`src/rtl/bbox_dim_sequencer.sv`:
```
// Bounding-box extent sequencer: accumulates per-axis signed min/max over a cluster
// of Q16.16 points, then reports saturated extents and the point count.
module bbox_dim_sequencer #(
   parameter int CNT_W = 16
) (
   input  logic             clk,
   input  logic             rst,
   input  logic             pt_valid,
   output logic             pt_ready,
   input  logic [31:0]      pt_x,
   input  logic [31:0]      pt_y,
   input  logic [31:0]      pt_z,
   input  logic             pt_last,
   output logic             dim_valid,
   input  logic             dim_ready,
   output logic [31:0]      dx,
   output logic [31:0]      dy,
   output logic [31:0]      dz,
   output logic [CNT_W-1:0] pt_count,
   output logic             busy
);

   typedef enum logic [1:0] {
      IDLE  = 2'd0,
      ACCUM = 2'd1,
      CALC  = 2'd2,
      OUT   = 2'd3
   } state_t;

   state_t           state_q, state_d;
   logic [31:0]      min_x_q, min_y_q, min_z_q, min_x_d, min_y_d, min_z_d;
   logic [31:0]      max_x_q, max_y_q, max_z_q, max_x_d, max_y_d, max_z_d;
   logic [CNT_W-1:0] count_q, count_d;
   logic [31:0]      dx_q, dy_q, dz_q, dx_d, dy_d, dz_d;
   logic [CNT_W-1:0] pt_count_q, pt_count_d;
   logic             dim_valid_q, dim_valid_d;
   logic             busy_q;
   logic             accept;

   function automatic logic [31:0] smin(input logic [31:0] a, input logic [31:0] b);
      if ($signed(a) < $signed(b)) begin
         smin = a;
      end else begin
         smin = b;
      end
   endfunction

   function automatic logic [31:0] smax(input logic [31:0] a, input logic [31:0] b);
      if ($signed(a) > $signed(b)) begin
         smax = a;
      end else begin
         smax = b;
      end
   endfunction

   // max >= min always holds, so the 33-bit difference is non-negative; only the top end clips.
   function automatic logic [31:0] extent(input logic [31:0] mx, input logic [31:0] mn);
      logic [32:0] diff;
      diff = {mx[31], mx} - {mn[31], mn};
      if ($signed(diff) > $signed(33'h0_7FFF_FFFF)) begin
         extent = 32'h7FFF_FFFF;
      end else begin
         extent = diff[31:0];
      end
   endfunction

   assign pt_ready  = ~rst & ((state_q == IDLE) | (state_q == ACCUM));
   assign accept    = pt_valid & pt_ready;
   assign dim_valid = dim_valid_q;
   assign dx        = dx_q;
   assign dy        = dy_q;
   assign dz        = dz_q;
   assign pt_count  = pt_count_q;
   assign busy      = busy_q;

   // Next-state and datapath updates for the four-state sequencer.
   always_comb begin
      state_d     = state_q;
      min_x_d     = min_x_q;
      min_y_d     = min_y_q;
      min_z_d     = min_z_q;
      max_x_d     = max_x_q;
      max_y_d     = max_y_q;
      max_z_d     = max_z_q;
      count_d     = count_q;
      dx_d        = dx_q;
      dy_d        = dy_q;
      dz_d        = dz_q;
      pt_count_d  = pt_count_q;
      dim_valid_d = dim_valid_q;
      case (state_q)
         IDLE: begin
            if (accept) begin
               min_x_d = pt_x;
               min_y_d = pt_y;
               min_z_d = pt_z;
               max_x_d = pt_x;
               max_y_d = pt_y;
               max_z_d = pt_z;
               count_d = {{(CNT_W-1){1'b0}}, 1'b1};
               state_d = pt_last ? CALC : ACCUM;
            end else begin
               state_d = IDLE;
            end
         end
         ACCUM: begin
            if (accept) begin
               min_x_d = smin(min_x_q, pt_x);
               min_y_d = smin(min_y_q, pt_y);
               min_z_d = smin(min_z_q, pt_z);
               max_x_d = smax(max_x_q, pt_x);
               max_y_d = smax(max_y_q, pt_y);
               max_z_d = smax(max_z_q, pt_z);
               if (count_q == {CNT_W{1'b1}}) begin
                  count_d = count_q;
               end else begin
                  count_d = count_q + {{(CNT_W-1){1'b0}}, 1'b1};
               end
               state_d = pt_last ? CALC : ACCUM;
            end else begin
               state_d = ACCUM;
            end
         end
         CALC: begin
            dx_d        = extent(max_x_q, min_x_q);
            dy_d        = extent(max_y_q, min_y_q);
            dz_d        = extent(max_z_q, min_z_q);
            pt_count_d  = count_q;
            dim_valid_d = 1'b1;
            state_d     = OUT;
         end
         OUT: begin
            if (dim_ready) begin
               dim_valid_d = 1'b0;
               state_d     = IDLE;
            end else begin
               dim_valid_d = 1'b1;
               state_d     = OUT;
            end
         end
         default: begin
            dim_valid_d = 1'b0;
            state_d     = IDLE;
         end
      endcase
   end

   // State and result registers with synchronous reset.
   always_ff @(posedge clk) begin
      if (rst) begin
         state_q     <= IDLE;
         min_x_q     <= 32'd0;
         min_y_q     <= 32'd0;
         min_z_q     <= 32'd0;
         max_x_q     <= 32'd0;
         max_y_q     <= 32'd0;
         max_z_q     <= 32'd0;
         count_q     <= {CNT_W{1'b0}};
         dx_q        <= 32'd0;
         dy_q        <= 32'd0;
         dz_q        <= 32'd0;
         pt_count_q  <= {CNT_W{1'b0}};
         dim_valid_q <= 1'b0;
         busy_q      <= 1'b0;
      end else begin
         state_q     <= state_d;
         min_x_q     <= min_x_d;
         min_y_q     <= min_y_d;
         min_z_q     <= min_z_d;
         max_x_q     <= max_x_d;
         max_y_q     <= max_y_d;
         max_z_q     <= max_z_d;
         count_q     <= count_d;
         dx_q        <= dx_d;
         dy_q        <= dy_d;
         dz_q        <= dz_d;
         pt_count_q  <= pt_count_d;
         dim_valid_q <= dim_valid_d;
         busy_q      <= (state_d != IDLE);
      end
   end

endmodule

```
`config.mk`:
```
export PLATFORM = sky130hd
export DESIGN_NAME = bbox_dim_sequencer
export DESIGN_NICKNAME = d
export VERILOG_FILES = /design/src/rtl/bbox_dim_sequencer.sv
export SDC_FILE = /design/constraint.sdc
export NUM_CORES = 1
export LEC_CHECK = 0
export CORE_MARGIN = 4
export CORE_UTILIZATION = 40
export DETAILED_ROUTE_END_ITERATION = 7
export GPL_TIMING_DRIVEN = 1
export PLACE_DENSITY = 0.68
export SYNTH_ARGS = -nofsm -noshare
export SYNTH_HDL_FRONTEND = slang
export SYNTH_SLANG_ARGS = --single-unit
```
`constraint.sdc`:
```
create_clock -name clk -period 4.05 [get_ports clk]
set_input_delay 0.81 -clock clk [delete_from_list [all_inputs] [get_ports clk]]
set_output_delay 0.81 -clock clk [all_outputs]
set_load 0.02 [all_outputs]
```
==> key figures <==
Floorplanning
  – Starting Density: 40.7%
  – Die Wd: between 200 and 250 µm
  – Core footprint: ~0.052 mm²
  – # IOs: 216
  – Die area: 0.0564 mm²
  – Die Y: 237 µm
  – Row count: 83

Timing
  – Hold Violations, Final: 0
  – Worst slew margin: 17.9%
  – Achievable Freq: 0.269 GHz
  – Hold WS: ~460 ps
  – RSZ-0062 raised after global routing: false
  – Worst Skew: 19.1 ps
  – Setup-failing EPs final: 0
  – Worst slew pin tran: 1230 ps
  – Fin crit share: 91.8%
  – Min Tclk post-route: 3720 ps
  – Slew Limit Fails: 0
  – Final worst slack: 331 ps

CTS
  – Worst-path clk slew: 60 ps
  – H-tree levels: 2
  – CTS buffer count: 40
  – Clock Sinks: between 300 and 400
  – CTS Root Cell: clkbuf_16
  – Clock buffer depth: 3
  – TritonCTS clock tree: built
  – CTS hold repair buffers: 0
  – Clock latency on the worst-skew pair: 560 ps
  – Cts repair resizes: 0
  – Setup bufs post-CTS: 0

Synthesis
  – Yosys top cell by area: dfxtp_1
  – Synthesized area per cell: ~8.5 µm²
  – Post-synth EDFFs: 0
  – Post-synth top area share: 30.8%
  – Synthesis-stage register bit count: 324
  – Netlist cell types: 73
  – Synth Net Count: 2863
  – Area contributors post-synth: dfxtp_1, ha_1, nor2_1
  – Register area share after synthesis: 30.8%
  – Synth Instances: 2473
  – Syn Std Cell Area: 0.0211 mm²
  – Asr flop ratio synth: 0%
  – Synth warn: 0
  – Synth Flop Type: dfxtp_1

Route
  – Routed Antenna Nets: 0
  – Via density: 5.46
  – WL met1: between 20000 and 30000 µm
  – Initial drt markers: 1146
  – Vias: ~18000
  – Routed wl met3: ~2700 µm
  – WL met2: about 28000 µm
  – Total wire length: 59000 µm
  – Drt first pass iters: 5
  – # DRC: 0
  – Max layer used: met5
  – DR WL/cell: 17.6 µm

Cells and area
  – Fillcell total: 4951
  – Register area: 0.00649 mm²
  – Nets: a little over 3000
  – Most frequent cells in the layout: dfxtp_1, ha_1, nor2_1, inv_1, clkdlybuf4s50_1
  – Ratio of cells with drive above 1 in the final layout: under 10%
  – Area occupied by multi-input gates: 0.0132 mm²
  – P&R area growth vs syn: 20.2%
  – Most common cell after layout, fill and taps aside: dfxtp_1

Power and ir drop
  – Max VDD drop: around 0.28 mV
  – Switching portion of total power: about 33%
  – Logic pwr share: 31.8%
  – Power Internal: between 7000 and 8000 µW
  – Switching Power: 3560 µW
  – Static Leakage: ~0.011 µW
  – Sequential power share: 33.8%
  – Clock Power Share: between 30% and 40%
  – PwrDens: between 400 and 500 mW/mm²

Worst setup path
  – Arr. time, crit path: just over 4000 ps
  – Critical path class: reg -> reg
  – Worst path slowest cell: o21bai_4
  – Startpoint Class: flop
  – Worst path max stage delay: 960 ps
  – Crit path capture type: flop
  – WP data required: 4450 ps
  – Crit path cell chain: inv_1 -> ha_1 -> a21o_1 -> a21oi_1 -> a2bb2oi_1 -> a21o_1 -> o211ai_1 -> nand2_1 -> o21bai_1 -> xor2_1 -> o21bai_4 -> buf_4 -> a211oi_2
  – Most used cell, CP: a21o_1
  – Worst Path Max Fanout: 30

GRT
  – Largest net degree at the start of global routing: ~150
  – Vias in the first global route: about 18000
  – Initial antenna violation count: 3
  – First-pass GRT wire length: 95300 µm
  – Gr usage total: 20.3%
  – Congestion Overflow GR: 0

Placed design
  – DP Worst Slack: -65.9 ps
  – # port buffers: 215
  – Detailed Place HPWL: 44900 µm
  – GP Congestion: 0.950

Hold path
  – Class of the worst hold path: reg -> reg

Flow run
  – Max-Cap Viols: 0

Outcome
  – Status: finished, final reports clean
through the flow:
stage	TNS, ps	area, µm²	total power (µW)	utilization (%)	std cells
after floorplan	0	21100	5980	-	2473
after global placement	0	24000	6940	46.3	3292
after detailed placement	-1300	24000	6990	46.3	3292
after CTS	0	25300	10700	48.9	3361
after global routing	0	25300	11200	48.9	3362
final	0	25300	10600	48.9	3362
routing by layer:
layer	track usage [%]	vias up
met3	3.34	113
met4	7.22	4
met1	26.0	8601
li1	-	9202
met5	0	-
met2	34.5	421
layout make-up:
type | count | area share, %
flip-flops and latches | 324 | 25.6
diodes | 1 | 0.00989
clock inverters | 19 | 0.821
inverters | 218 | 3.23
clock buffers | 50 | 4.51
repair buffers | 253 | 10.1
multi-input cells | 1817 | 52.3
well taps | 680 | 3.36
registers in the layout (all words and copies together), names as in the netlist, 2 cells and up:
register and flops:
max_z_q 32, count_q 16, max_x_q 32, min_z_q 32, min_x_q 32, dy 32, pt_count 16, state_q 2
min_y_q 32, max_y_q 32, dx 32, dz 32
power by group through the flow:
stage               Clock (µW)  Combinational [µW]  Sequential [µW]
global placement             0                3280             3650
global route              3910                3720             3620
floorplan                    0                2270             3710
CTS                       3790                3370             3590
detailed placement           0                3330             3660
finish                    3670                3380             3590
cells in the mapped netlist (5+ instances only):
cell type / instances
and3_1: 8
buf_4: 7
ha_1: 286
a21o_1: 98
nand3b_1: 34
or2_2: 7
a211oi_1: 52
nor2_1: 242
xnor2_1: 51
o21a_1: 18
a31oi_1: 12
o31a_1: 8
or3_1: 15
nor3_1: 20
o21ai_0: 64
nand2_1: 200
clkbuf_1: 83
o21bai_1: 13
a211oi_2: 61
o2111ai_1: 6
o31ai_1: 100
xor2_1: 40
nand3_1: 33
nand2b_1: 26
buf_2: 12
dfxtp_1: 324
o21ai_1: 55
nand4_1: 51
a2111oi_0: 5
inv_1: 218
a21oi_1: 138
nor2b_1: 26
o211ai_1: 11
mux2i_1: 67
buf_6: 9
path summary, 6_finish.rpt:
path / from / end / slack [ps] / cells after the start
worst max-delay path: min_z_q[5] / dz[11] / 330 / 13
worst min-delay path: pt_count[2] / pt_count[2] / 460 / 2
worst max register to register: min_z_q[5] / dz[11] / 330 / 13
worst min register to register: pt_count[2] / pt_count[2] / 460 / 2
critical path, delay by kind of cell, from the launching register on:
| family | cells | cell delay, ps |
|---|---|---|
| XOR/XNOR | 1 | 190 |
| AO/OA/AOI/OAI | 8 | 2140 |
| adder cells (fa/ha/maj) | 1 | 360 |
| flip-flops | 1 | 330 |
| AND/OR/NAND/NOR | 1 | 200 |
| buffers and inverters | 2 | 330 |
logic make-up (layout without fill, tap and decap cells):
| kind of cell | Yosys count | in the layout | synth area share (%) |
|---|---|---|---|
| other cells | 0 | 1 | 0 |
| fa+ha+maj | 289 | 289 | 17.3 |
| flops | 324 | 324 | 30.8 |
| compound gates | 688 | 688 | 23.4 |
| buf+inv | 332 | 540 | 6.44 |
| simple gates | 682 | 682 | 15.1 |
| mux | 67 | 67 | 3.18 |
| xor+xnor | 91 | 91 | 3.79 |
(Power assumes the default switching activity.)
